File: config.mk
export PLATFORM = sky130hd
export DESIGN_NAME = quad_step_decoder_flat
export DESIGN_NICKNAME = d
export VERILOG_FILES = /design/src/rtl/quad_step_decoder_if.sv /design/src/rtl/quad_step_decoder.sv /design/src/flat_wrapper.sv
export SDC_FILE = /design/constraint.sdc
export NUM_CORES = 1
export LEC_CHECK = 0
export ABC_AREA = 1
export CAP_MARGIN = 20
export CORE_ASPECT_RATIO = 1.1
export CORE_MARGIN = 5
export CORE_UTILIZATION = 56
export CTS_BUF_LIST = sky130_fd_sc_hd__clkbuf_8 sky130_fd_sc_hd__clkbuf_16
export CTS_CLUSTER_SIZE = 20
export DETAILED_ROUTE_END_ITERATION = 10
export PLACE_DENSITY = 0.82
export SLEW_MARGIN = 20
export SYNTH_ARGS = -nofsm -noshare
export SYNTH_HDL_FRONTEND = slang
export SYNTH_SLANG_ARGS = --single-unit
File: constraint.sdc
create_clock -name clk -period 5.43 [get_ports clk]
set_input_delay 1.086 -clock clk [delete_from_list [all_inputs] [get_ports clk]]
set_output_delay 1.086 -clock clk [all_outputs]
set_load 0.1 [all_outputs]
File: src/rtl/quad_step_decoder_if.sv
// Quadrature decoder bus: raw phases and controls in, step/position/status out.
interface quad_step_decoder_if #(
    parameter int WIDTH = 4
);
    logic             en;
    logic             a_in;
    logic             b_in;
    logic             clr_err;
    logic             step;
    logic             dir;
    logic [WIDTH-1:0] count;
    logic             zero_flag;
    logic             max_flag;
    logic             err;

    // Driver side (system / testbench)
    modport master (
        output en, a_in, b_in, clr_err,
        input  step, dir, count, zero_flag, max_flag, err
    );

    // Decoder side
    modport slave (
        input  en, a_in, b_in, clr_err,
        output step, dir, count, zero_flag, max_flag, err
    );
endinterface

File: src/rtl/quad_step_decoder.sv
// Quadrature A/B step decoder.
// Raw phases are double-flop synchronised, then debounced: a value must be
// seen unchanged for FILTER_CYCLES+1 consecutive synchronised samples before
// it becomes the accepted state. Each change of the accepted state is decoded
// as a Gray-code step (up/down) or an illegal double-bit jump. Legal steps
// drive a one-cycle step pulse and a wrapping position counter.
module quad_step_decoder #(
    parameter int WIDTH         = 4,
    parameter int FILTER_CYCLES = 2
) (
    input  logic               clk,
    input  logic               rst,
    quad_step_decoder_if.slave bus
);

    // Filter counter is 4 bits wide, enough for the full 1..15 range.
    localparam logic [3:0]       FC  = 4'(FILTER_CYCLES);
    localparam logic [WIDTH-1:0] ONE = WIDTH'(1);

    // Tracker state: waiting for the first stable reference, or tracking.
    typedef enum logic {
        ST_INIT  = 1'b0,
        ST_TRACK = 1'b1
    } state_e;

    // Classification of an accepted-state change.
    typedef enum logic [1:0] {
        MV_NONE = 2'd0,
        MV_UP   = 2'd1,
        MV_DN   = 2'd2,
        MV_BAD  = 2'd3
    } move_e;

    // Synchroniser flops
    logic             a_meta_q, a_sync_q;
    logic             b_meta_q, b_sync_q;
    logic [1:0]       sync_ab;

    // Filter
    logic [1:0]       cand_q, cand_d;
    logic [3:0]       fcnt_q, fcnt_d;
    logic             stable;

    // Tracker
    state_e           state_q, state_d;
    logic [1:0]       filt_q, filt_d;
    logic             step_q, step_d;
    logic             dir_q, dir_d;
    logic [WIDTH-1:0] count_q, count_d;
    logic             err_q, err_d;
    move_e            move;

    // Gray-code transition table, AB = {b, a}.
    // Forward: 00 -> 01 -> 11 -> 10 -> 00. Reverse is the mirror.
    function automatic move_e decode(input logic [1:0] prev, input logic [1:0] nxt);
        move_e m;
        m = MV_NONE;
        case ({prev, nxt})
            4'b00_01, 4'b01_11, 4'b11_10, 4'b10_00: m = MV_UP;
            4'b00_10, 4'b10_11, 4'b11_01, 4'b01_00: m = MV_DN;
            4'b00_11, 4'b11_00, 4'b01_10, 4'b10_01: m = MV_BAD;
            default:                                m = MV_NONE;
        endcase
        return m;
    endfunction

    // Two-flop synchronisers for the asynchronous phase inputs
    always_ff @(posedge clk) begin
        if (rst) begin
            a_meta_q <= 1'b0;
            a_sync_q <= 1'b0;
            b_meta_q <= 1'b0;
            b_sync_q <= 1'b0;
        end else begin
            a_meta_q <= bus.a_in;
            a_sync_q <= a_meta_q;
            b_meta_q <= bus.b_in;
            b_sync_q <= b_meta_q;
        end
    end

    assign sync_ab = {b_sync_q, a_sync_q};

    // Debounce: restart the stability count whenever the synchronised value
    // moves away from the candidate; saturate once it has held long enough.
    always_comb begin
        cand_d = sync_ab;
        fcnt_d = fcnt_q;
        if (sync_ab != cand_q) begin
            fcnt_d = 4'd0;
        end else if (fcnt_q != FC) begin
            fcnt_d = fcnt_q + 4'd1;
        end
    end

    // Filter registers
    always_ff @(posedge clk) begin
        if (rst) begin
            cand_q <= 2'b00;
            fcnt_q <= 4'd0;
        end else begin
            cand_q <= cand_d;
            fcnt_q <= fcnt_d;
        end
    end

    // Candidate has been held for the full filter window.
    assign stable = (fcnt_q == FC);
    assign move   = decode(filt_q, cand_q);

    // Tracker next-state and outputs. Illegal jumps still update the
    // reference so a subsequent legal move decodes from where the shaft is.
    // With en low, dir and the reference keep tracking so that re-enabling
    // never replays missed edges.
    always_comb begin
        state_d = state_q;
        filt_d  = filt_q;
        step_d  = 1'b0;
        dir_d   = dir_q;
        count_d = count_q;
        err_d   = bus.clr_err ? 1'b0 : err_q;

        case (state_q)
            ST_INIT: begin
                if (stable) begin
                    filt_d  = cand_q;
                    state_d = ST_TRACK;
                end
            end
            ST_TRACK: begin
                if (stable && (cand_q != filt_q)) begin
                    filt_d = cand_q;
                    case (move)
                        MV_UP: begin
                            dir_d = 1'b0;
                            if (bus.en) begin
                                step_d  = 1'b1;
                                count_d = count_q + ONE;
                            end
                        end
                        MV_DN: begin
                            dir_d = 1'b1;
                            if (bus.en) begin
                                step_d  = 1'b1;
                                count_d = count_q - ONE;
                            end
                        end
                        MV_BAD:  err_d = 1'b1;
                        default: ;
                    endcase
                end
            end
            default: state_d = ST_INIT;
        endcase
    end

    // Tracker state register
    always_ff @(posedge clk) begin
        if (rst) begin
            state_q <= ST_INIT;
            filt_q  <= 2'b00;
            step_q  <= 1'b0;
            dir_q   <= 1'b0;
            count_q <= '0;
            err_q   <= 1'b0;
        end else begin
            state_q <= state_d;
            filt_q  <= filt_d;
            step_q  <= step_d;
            dir_q   <= dir_d;
            count_q <= count_d;
            err_q   <= err_d;
        end
    end

    assign bus.step      = step_q;
    assign bus.dir       = dir_q;
    assign bus.count     = count_q;
    assign bus.err       = err_q;
    assign bus.zero_flag = (count_q == '0);
    assign bus.max_flag  = (count_q == '1);

endmodule
File: src/flat_wrapper.sv
// flat-port wrapper written by rule: the top's interface ports become plain ports
module quad_step_decoder_flat 
#(
    parameter int WIDTH         = 4,
    parameter int FILTER_CYCLES = 2
)
  (clk, rst, bus_en, bus_a_in, bus_b_in, bus_clr_err, bus_step, bus_dir, bus_count, bus_zero_flag, bus_max_flag, bus_err);
  quad_step_decoder_if #(.WIDTH(WIDTH)) bus_i ();
  input  logic clk;
  input  logic rst;
  input wire logic [$bits(bus_i.en)-1:0] bus_en;
  input wire logic [$bits(bus_i.a_in)-1:0] bus_a_in;
  input wire logic [$bits(bus_i.b_in)-1:0] bus_b_in;
  input wire logic [$bits(bus_i.clr_err)-1:0] bus_clr_err;
  output wire logic [$bits(bus_i.step)-1:0] bus_step;
  output wire logic [$bits(bus_i.dir)-1:0] bus_dir;
  output wire logic [$bits(bus_i.count)-1:0] bus_count;
  output wire logic [$bits(bus_i.zero_flag)-1:0] bus_zero_flag;
  output wire logic [$bits(bus_i.max_flag)-1:0] bus_max_flag;
  output wire logic [$bits(bus_i.err)-1:0] bus_err;
  assign bus_i.en = bus_en;
  assign bus_i.a_in = bus_a_in;
  assign bus_i.b_in = bus_b_in;
  assign bus_i.clr_err = bus_clr_err;
  assign bus_step = bus_i.step;
  assign bus_dir = bus_i.dir;
  assign bus_count = bus_i.count;
  assign bus_zero_flag = bus_i.zero_flag;
  assign bus_max_flag = bus_i.max_flag;
  assign bus_err = bus_i.err;
  quad_step_decoder #(.WIDTH(WIDTH), .FILTER_CYCLES(FILTER_CYCLES)) u_core (.clk(clk), .rst(rst), .bus(bus_i));
endmodule
# Yosys cells after proc, flatten, opt, wreduce, memory -nomap -nowiden
# Memories as Yosys holds them, arrays and structs flattened.
# Cells that the tools add are included.
dict set report classes {
  addsub 3
  n_eq_ne 12
  muxes 14
  bitwise 3
  reduce_logical 9
}
# op count
set ops {}
lappend ops {{$add 4x1->4 const B} 2}
lappend ops {{$mux 4} 2}
lappend ops {{$pmux 4 s2} 1}
lappend ops {{$mux 1} 7}
lappend ops {{$ne 2x2->1 const B} 3}
lappend ops {{$reduce_and 5->1} 1}
lappend ops {{$eq 2x2->1 const B} 2}
lappend ops {{$eq 4x2->1 const B} 1}
lappend ops {{$eq 4x4->1 const B} 1}
lappend ops {{$logic_not 4->1} 1}
lappend ops {{$mux 2} 2}
lappend ops {{$ne 2x2->1} 2}
lappend ops {{$ne 4x2->1 const B} 1}
lappend ops {{$pmux 2 s2} 1}
lappend ops {{$reduce_or 2->1} 2}
lappend ops {{$reduce_or 4->1} 1}
lappend ops {{$sub 4x1->4 const B} 1}
lappend ops {{$not 1->1} 3}
lappend ops {{$reduce_and 3->1} 1}
lappend ops {{$eq 2x1->1 const B} 1}
lappend ops {{$ne 2x1->1 const B} 1}
lappend ops {{$pmux 1 s2} 1}
lappend ops {{$reduce_and 2->1} 1}
lappend ops {{$reduce_bool 2->1} 1}
lappend ops {{$logic_and 1x1->1} 1}
dict set report totals {
  ff_bits 20
  mem_bits_ro 32
  inputBits 6
  output_inout_bits 9
  wordCells 54
  mem_count 1
}
# name depth word_bits read_ports rd_ports_with_merged_regs write_ports line
set memory_table {}
lappend memory_table {{(name not given)} 16 2 1 0 0 quad_step_decoder.sv:58} ;# case ({prev, nxt})

# Longest topological paths before layout
# An unclocked memory read counts as a cell.
dict set report depth {
  depth_word 5
  mapped_depth 15
  ltp_nobuf 15
}

# Least setup slack after synthesis
# No wires, ideal clock.
dict set report synth_timing {
  kind {reg-to-output}
  start {register u_core.count_q[0], in the netlist u_core.bus.count[0]}
  end {output port bus_max_flag}
  arrival_time_ps 4104
  required_ps 4344
  path_slack_ps 240
  path_stages_with_launch 3
  path_buffers 0
  path_cell_list {dfxtp_1 > inv_1 > nor4_1}
}
dict set report synth_via {
  elab_chain_cells 1
}
# item line
set synth_lines {}
lappend synth_lines {{start: declaration} quad_step_decoder.sv:49} ;# logic [WIDTH-1:0] count_q, count_d;
lappend synth_lines {{start signal: assignment} quad_step_decoder.sv:171} ;# count_q <= count_d;
lappend synth_lines {{$eq 4x4->1} quad_step_decoder.sv:181} ;# assign bus.max_flag = (count_q == '1);
lappend synth_lines {{end: declaration} flat_wrapper.sv:19} ;# output wire logic [$bits(bus_i.max_flag)-1:0] bus_max_flag;
# Every way passes these cells.

# Final worst setup path
# Same ends and word-level chain as after synthesis.

==> flow_metrics.env <==
export IMPL_grt_util_met1=0.195
export IMPL_use_met2=0.258
export IMPL_arrival_ps=2200
export IMPL_dp_hpwl_um=1540
export IMPL_post_cts_buffers=0
export IMPL_vias=926
export IMPL_rsz0062_at_grt="no"
export IMPL_route_detailed_drc=0
export IMPL_die_area_um2=2860
export IMPL_vias_per_cell=5.17
export IMPL_stdcell_count=179
export IMPL_grt_overflow=0
export IMPL_die_h_um=55.6
export IMPL_grt_max_degree=12
export IMPL_ctsResizeCount=0
export IMPL_ioPinCount=15
export IMPL_final_max_slew_viol_count=0
export IMPL_yosysWarnings=0
export IMPL_clockBufferDepth=2
export IMPL_tightest_slew_ps=971
export IMPL_htreeDepth=1
export IMPL_path_clk_slew_ps=70
export IMPL_power_density_nw_per_um2=262
export IMPL_synthTopCellsByArea="dfxtp_1 38%, nand2_1 9.6%, ha_1 8.3%"
export IMPL_regArea_um2=400
export IMPL_hold_viol=0
export IMPL_syn_to_final_growth_pct=19.9
export IMPL_worst_setup_path_end_kind="output port"
export IMPL_min_path_type="reg -> reg"
export IMPL_cp_cell_sequence="inv_1 > nor4_1 > clkdlybuf4s50_1"
export IMPL_placement_rows=16
export IMPL_antenna_found_initial=0
export IMPL_grt_busiest_layer="met2"
export IMPL_drt_iter0_drc=30
export IMPL_max_cap_violations=0
export IMPL_mostFrequentLayoutCells="27 x nand2_1, 22 x inv_1, 21 x nor2_1"
export IMPL_placed_cells=175
export IMPL_grt_total_usage=0.156
export IMPL_tns_ps=0
export IMPL_synth_edf_count=0
export IMPL_startpoint_type="flip-flop"
export IMPL_setup_violations=0
export IMPL_holdWs_ps=410
export IMPL_io_buffers=14
export IMPL_ys_seq_elements=20
export IMPL_crit_type="reg -> out"
export IMPL_cellLeakagePower_uw=0.000592
export IMPL_root_buffer="clkbuf_8"
export IMPL_cp_required_ps=4340
export IMPL_cpPeakStageDelay_ps=1170
export IMPL_multi_input_area_um2=553
export IMPL_async_reset_ff_frac=0
export IMPL_final_nets=175
export IMPL_numCtsBuffers=3
export IMPL_layout_cells_most_common="nand2_1"
export IMPL_insertion_delay_ps=260
export IMPL_cp_max_fo=5
export IMPL_clkSinkCount=20
export IMPL_synth_cell_types=27
export IMPL_fill_cells=138
export IMPL_die_width_um=51.5
export IMPL_ir_drop_mv=0.222
export IMPL_finalCritPeriodShare=0.605
export IMPL_synth_fp_nets=157
export IMPL_grtUsageMet3=0.0429
export IMPL_seq_area_frac_synth=0.378
export IMPL_netlist_area_leader_share=0.378
export IMPL_synth_ff_type="dfxtp_1"
export IMPL_antenna_left=0
export IMPL_wl_per_cell_um=11.4
export IMPL_drt_pass1_iter_count=4
export IMPL_grt_first_pass_wirelength_um=3560
export IMPL_cts_hold_buf=0
export IMPL_post_route_min_period_ps=3280
export IMPL_coreArea_um2=1780
export IMPL_drive_gt1_frac=0.112
export IMPL_grt_pass1_vias=897
export IMPL_syn_instance_count=144
export IMPL_synth_area_um2=1060
export IMPL_finalWirelength_um=2030
export IMPL_cts_tree="built"
export IMPL_synth_largest_area_cell="dfxtp_1"
export IMPL_maxSlewHeadroom=0.351
export IMPL_crit_path_top_delay_cell="clkdlybuf4s50_1"
export IMPL_syn_avg_cell_area_um2=7.35
export IMPL_antennaDiodeCount=0
export IMPL_place_congestion=0.783
export IMPL_initial_core_util=0.594
export IMPL_max_freq_ghz=0.305
export IMPL_finalClockSkew_ps=0.941
export IMPL_outcome="finished clean"
==> where the power goes <==
group	switching [µW]	internal (µW)
registers	5.91	153
logic	36.1	24.3
clock network	49.1	64.5
total	91.1	242
==> cell type report <==
| class | instances | share of cell area |
|---|---|---|
| repair buffers | 14 | 0.110 |
| multi-input cells | 97 | 0.436 |
| flip-flops and latches | 20 | 0.316 |
| clock buffers | 4 | 0.0434 |
| well taps | 18 | 0.0178 |
| inverters | 26 | 0.0769 |
==> flip-flops by register name, indices dropped and copies added, names as in the netlist <==
name and flops:
u_core.bus.step 1, u_core.bus.count 4, u_core.a_meta_q 1, u_core.b_sync_q 1, u_core.bus.dir 1, u_core.bus.err 1
u_core.a_sync_q 1, u_core.cand_q 2, u_core.filt_q 2, u_core.fcnt_q 4, u_core.state_q 1, u_core.b_meta_q 1
==> critical path, delay by kind of cell, from the launching register on <==
| family | cells | cell delay (ps) |
|---|---|---|
| buf+inv | 2 | 1270 |
| flops | 1 | 410 |
| simple gates | 1 | 260 |
==> per-stage QoR <==
| stage | instance area (µm²) | setup WS (ps) | total power [µW] | utilization |
|---|---|---|---|---|
| 2_1_floorplan | 1060 | 240 | 208 | - |
| 3_3_place_gp | 1210 | 2460 | 219 | 0.681 |
| 3_5_place_dp | 1210 | 2430 | 222 | 0.681 |
| 4_1_cts | 1270 | 2140 | 333 | 0.712 |
| 5_1_grt | 1270 | 2040 | 350 | 0.712 |
| 6_report | 1270 | 2150 | 333 | 0.712 |
==> cell families after synthesis <==
kind of cell / count (synthesis) / synth area share
buffers and inverters: 27 / 0.0993
AND/OR/NAND/NOR: 70 / 0.313
XOR/XNOR: 5 / 0.0414
adder cells (fa/ha/maj): 7 / 0.0827
AO/OA/AOI/OAI: 15 / 0.0851
flip-flops: 20 / 0.378
==> synthesized netlist by cell type (all sizes together), types with 2 or more instances <==
master	instances
xnor2	4
nor4	2
nor2	23
nand3	6
or2	2
inv	26
dfxtp	20
nand2	33
ha	7
nor3	3
a21oi	8
==> worst paths after layout <==
kind | cells past startpoint | end | startpoint | slack, ps
worst max register to register | 12 | u_core.bus.count[2] | u_core.filt_q[0] | 3110
worst max-delay path | 3 | bus_max_flag | u_core.bus.count[0] | 2150
worst min-delay path | 2 | u_core.a_sync_q | u_core.a_meta_q | 410
worst min register to register | 2 | u_core.a_sync_q | u_core.a_meta_q | 410
==> per-layer routing <==
| layer | wire [µm] | part of all wire |
|---|---|---|
| met3 | 118 | 0.058 |
| met4 | 7 | 0.0034 |
| met2 | 955 | 0.47 |
| met1 | 952 | 0.47 |
| met5 | 0 | 0 |
No activity file was read; power rests on OpenSTA's default activity.
==> edit 1: new RTL, same settings <==
`WIDTH` is set to 4 in 3 places; all go to 6.
--- a/src/rtl/quad_step_decoder_if.sv
+++ b/src/rtl/quad_step_decoder_if.sv
@@ -1,5 +1,5 @@
 // Quadrature decoder bus: raw phases and controls in, step/position/status out.
 interface quad_step_decoder_if #(
-    parameter int WIDTH = 4
+    parameter int WIDTH = 6
 );
     logic             en;
--- a/src/rtl/quad_step_decoder.sv
+++ b/src/rtl/quad_step_decoder.sv
@@ -6,5 +6,5 @@
 // drive a one-cycle step pulse and a wrapping position counter.
 module quad_step_decoder #(
-    parameter int WIDTH         = 4,
+    parameter int WIDTH         = 6,
     parameter int FILTER_CYCLES = 2
 ) (
--- a/src/flat_wrapper.sv
+++ b/src/flat_wrapper.sv
@@ -2,5 +2,5 @@
 module quad_step_decoder_flat 
 #(
-    parameter int WIDTH         = 4,
+    parameter int WIDTH         = 6,
     parameter int FILTER_CYCLES = 2
 )
Ports: changed (resized bus_count); port bits go from 15 to 17. The function was not compared with the original's and may differ.
==> edit 1 against the unedited design <==
- area after synthesis grew 18%
- hold slack is essentially flat
- power rose by 6.3%
- worst setup slack improved by 0.055 ns
- routed wire length is 25% higher
- core utilization shrank 3.1 points
- non-clock buffer count up 2
- sequential cell count grew 2
- cell area grew 17%
- critical endpoint is now bus_zero_flag
- largest power group unchanged
- highest routed layer unchanged
==> edit 1: results <==
route:
  drt_pass1_iterations: 4
  drt_iter0_drc: 22
  wl_per_cell_um: 11.3
  vias: 1162
placed_design:
  dpl.hpwl_um: 2060
  io_buffers: 16
  dp_slack_ns: 2.50
  routabilityCongestion: 0.892
synthesis:
  synthesis.nets: 192
  synth.area.top_cells: "dfxtp_1, nand2_1, inv_1"
  synthFlopType: "dfxtp_1"
  async_reset_ff_frac: 0
  yosys_warnings: 0
  ys_seq_area_frac: 0.352
  yosysUniqueCellTypes: 30
  yosys-top-cells-count: "nand2_1, inv_1, dfxtp_1"
timing:
  holdWs_ns: 0.409
  finalClockSkew_ns: 0.00430
  tightest_slew_ns: 0.968
  setup_ws_ns: 2.20
run_status:
  status: "finished, final reports clean"
clocking:
  clk_pin_slew_ns: 0.08
  clockRootBuffer: "clkbuf_8"
  cts_inserted_buffers: 3
  postCtsSetupBuffers: 0
  insertion_delay_ns: 0.26
  clk_path_buf_depth: 2
  ctsResizeCount: 0
  h-tree-depth: 1
critical_path:
  slowest_delay_ns: 1.16
  cpLargestDelayFamily: "buffers and inverters"
  cp_max_fo: 6
  crit_slowest_cell: "clkdlybuf4s50_1"
  rrSetupSlack_ns: 2.80
flow_run:
  maxCapViolCount: 0
power:
  p_switching_mw: 0.0964
  p_leak_nw: 0.695
  vdd_drop_max_v: 0.000199
finish:
  diodes: 0
  nNetsFinal: 210
  nFillCells: 192
  drive_gt1_frac: 0.0816
  largest_register_ffs: 6
global_route:
  grt_pass1_wl_um: 4460
  antenna_found_initial: 0
  grt_util_all_layers: 0.184
  grt_max_degree: 13
worst_hold_path:
  hp-class: "register to register"
edit 1: changes by cell type in the layout (fill, tap and decap cells not counted), moves of 4 or more:
| cell | before | now |
|---|---|---|
| inv_1 | 22 | 30 |
| o21ai_0 | 1 | 9 |
| nand2_1 | 27 | 34 |
| a21oi_1 | 8 | 12 |
| nand4_1 | 0 | 4 |
edit 1: area by class of cell:
type | instances | area [µm²] | area share
multi-input cells | 122 | 673 | 0.452
flip-flops and latches | 22 | 440 | 0.296
repair buffers | 16 | 160 | 0.108
inverters | 32 | 121 | 0.0816
clock buffers | 4 | 55.1 | 0.0370
well taps | 30 | 37.5 | 0.0252
edit 1: path summary, 6_finish.rpt:
kind | start | endpoint | cells past startpoint
setup / recovery | u_core.bus.count[4]$_SDFFE_PP0P_ | bus_zero_flag | 4
hold / removal | u_core.a_meta_q$_SDFF_PP0_ | u_core.a_sync_q$_SDFF_PP0_ | 2
setup reg to reg | u_core.filt_q[0]$_SDFFE_PP0P_ | u_core.bus.count[4]$_SDFFE_PP0P_ | 17
hold reg to reg | u_core.a_meta_q$_SDFF_PP0_ | u_core.a_sync_q$_SDFF_PP0_ | 2
edit 1: power groups by stage:
stage	logic [mW]	registers, mW	clock network, mW
floorplan	0.0513	0.176	0
global placement	0.0622	0.177	0
detailed placement	0.0642	0.177	0
CTS	0.0647	0.173	0.119
global route	0.0725	0.174	0.125
finish	0.0645	0.173	0.116
edit 1: per-layer routing:
layer,GRT usage,up-vias,part of all wire
met5,0,-,0
met1,0.179,521,0.39
met4,0.0903,0,0.019
met3,0.0378,5,0.064
met2,0.351,34,0.53
li1,-,602,-
edit 1: cell families after synthesis:
logic type / after synthesis / share of synthesized area
simple gates: 80 / 0.289
flops: 22 / 0.352
buf+inv: 35 / 0.110
xor+xnor: 5 / 0.0410
compound gates: 30 / 0.138
fa+ha+maj: 7 / 0.0700
edit 1: metrics by stage:
stage	std cells	util	area (µm²)	power [mW]
6_report	226	0.681	1490	0.354
5_1_grt	226	0.681	1490	0.372
4_1_cts	226	0.681	1490	0.357
3_5_place_dp	222	0.656	1430	0.241
3_3_place_gp	222	0.656	1430	0.239
2_1_floorplan	179	-	1250	0.227
edit 1: worst min-delay path: cells and delay by family, from the launching register on:
family	cells	cell delay (ns)
flops	1	0.30
simple gates	1	0.03
buf+inv	1	0.04
==> edit 2: new RTL, config.mk and constraints unchanged <==
Made on the original files. Register the output `bus.zero_flag`; this adds one clock of latency there.
--- a/src/rtl/quad_step_decoder.sv
+++ b/src/rtl/quad_step_decoder.sv
@@ -178,5 +178,7 @@
     assign bus.count     = count_q;
     assign bus.err       = err_q;
-    assign bus.zero_flag = (count_q == '0);
+    always_ff @(posedge clk) begin
+        bus.zero_flag <= (count_q == '0);
+    end
     assign bus.max_flag  = (count_q == '1);
 
Function: changed (a bounded check fails within 10 cycles, from zero or initial values and one cycle with rst high).
==> edit 2 against the unedited design <==
- core utilization decreased by 0.24 points
- worst setup slack got worse by 0.074 ns
- cell area increased by 0.79%
- area after synthesis increased by 1.9%
- routed wire length decreased by 0.98%
- power decreased by 3.0%
- sequential cell count increased by 1
- critical endpoint unchanged
==> edit 2: results <==
run_status:
  status: "finished, final reports clean"
finish:
  nFillCells: 150
  nNetsFinal: 176
  drive_gt1_frac: 0.105
  diodes: 0
placed_design:
  dpl-instance-area_um2: 1230
  dpl.hpwl_um: 1630
  routabilityCongestion: 0.830
  io_buffers: 14
route:
  drt_iter0_drc: 33
  routed_wl_um: 2010
  vias_per_cell: 5.19
  drt_pass1_iterations: 4
synthesis:
  synth.area.top_cells: "dfxtp_1, nand2_1, ha_1"
  synthesis.nets: 158
  yosysUniqueCellTypes: 27
  async_reset_ff_frac: 0
  yosys_warnings: 0
  yosys-top-cells-count: "nand2_1, inv_1, dfxtp_1, nor2_1, a21oi_1"
  ys_seq_area_frac: 0.390
critical_path:
  rrSetupSlack_ns: 3.21
  r2r_end: "u_core.bus.count[2]$_SDFFE_PP0P_"
  slowest_delay_ns: 1.19
  cp_max_fo: 5
  r2r-start: "u_core.filt_q[0]$_SDFFE_PP0P_"
  crit_slowest_cell: "clkdlybuf4s50_1"
  rr_worst_depth: 12
worst_hold_path:
  hp-class: "register to register"
  min_to: "u_core.a_sync_q$_SDFF_PP0_"
  hp-start: "u_core.a_meta_q$_SDFF_PP0_"
  hold_depth: 2
timing:
  slew_headroom: 0.335
  holdWs_ns: 0.408
  finalClockSkew_ns: 0.00209
clocking:
  clockRootBuffer: "clkbuf_8"
  insertion_delay_ns: 0.25
  cts_inserted_buffers: 3
  clk_path_buf_depth: 2
  clk_pin_slew_ns: 0.07
  ctsResizeCount: 0
  cts_tree: "done"
  postCtsSetupBuffers: 0
  h-tree-depth: 1
power:
  vdd_drop_max_v: 0.000185
  p_leak_nw: 0.598
global_route:
  grt_pass1_wl_um: 3570
  grt_pass1_vias: 866
  antenna_found_initial: 0
  grt_util_all_layers: 0.160
  grt_max_degree: 12
-- edit 2: cell count changes after synthesis, sizes merged --
cell   unedited run  this run
dfxtp            20        21
-- edit 2: cells by family (layout without fill, tap and decap cells) --
family	after synthesis	in the layout	share of synthesized area
xor gates and xnor gates	5	5	0.0406
adders and majority gates	7	7	0.0812
AOI/OAI and AO/OA	15	15	0.0835
and+or+nand+nor	70	70	0.307
buffers and inverters	27	44	0.0974
DFF	21	21	0.390
-- edit 2: critical path, delay by kind of cell, from the launching register on --
| family | cells | cell delay, ns |
|---|---|---|
| flops | 1 | 0.40 |
| buf+inv | 2 | 1.29 |
| simple gates | 1 | 0.33 |
-- edit 2: cell type report --
class	instances	area share
multi-input combinational	97	0.432
sequential	21	0.329
timing repair buffer	14	0.110
inverter	26	0.0763
clock buffer	3	0.0323
tap	18	0.0176
clock inverter	1	0.00294
-- edit 2: worst max path at each step --
stage                                           startpoint  slack, ns  cells after the start      endpoint
after floorplan           u_core.bus.count[0]$_SDFFE_PP0P_       0.24                      2  bus_max_flag
after global placement    u_core.bus.count[0]$_SDFFE_PP0P_       2.46                      3  bus_max_flag
after detailed placement  u_core.bus.count[0]$_SDFFE_PP0P_       2.35                      3  bus_max_flag
after CTS                 u_core.bus.count[0]$_SDFFE_PP0P_       2.06                      3  bus_max_flag
after global routing      u_core.bus.count[0]$_SDFFE_PP0P_       1.98                      3  bus_max_flag
final                     u_core.bus.count[0]$_SDFFE_PP0P_       2.07                      3  bus_max_flag
-- edit 2: layer usage --
metal	up-vias	GRT usage	routed length, µm
met5	-	0	0
met2	23	0.291	1090
met4	0	0.0749	23
li1	482	-	-
met1	426	0.168	804
met3	4	0.0322	101
-- edit 2: per-stage QoR --
| step | cells | setup WS (ns) | util |
|---|---|---|---|
| 6_report | 180 | 2.07 | 0.710 |
| 5_1_grt | 180 | 1.98 | 0.710 |
| 4_1_cts | 180 | 2.06 | 0.710 |
| 3_5_place_dp | 176 | 2.35 | 0.685 |
| 3_3_place_gp | 176 | 2.46 | 0.685 |
| 2_1_floorplan | 145 | 0.240 | - |
-- edit 2: report_power, final --
part | total (mW) | switching (mW) | internal [mW]
Sequential | 0.166 | 0.00609 | 0.160
Clock | 0.0970 | 0.0467 | 0.0503
Combinational | 0.0594 | 0.0353 | 0.0241
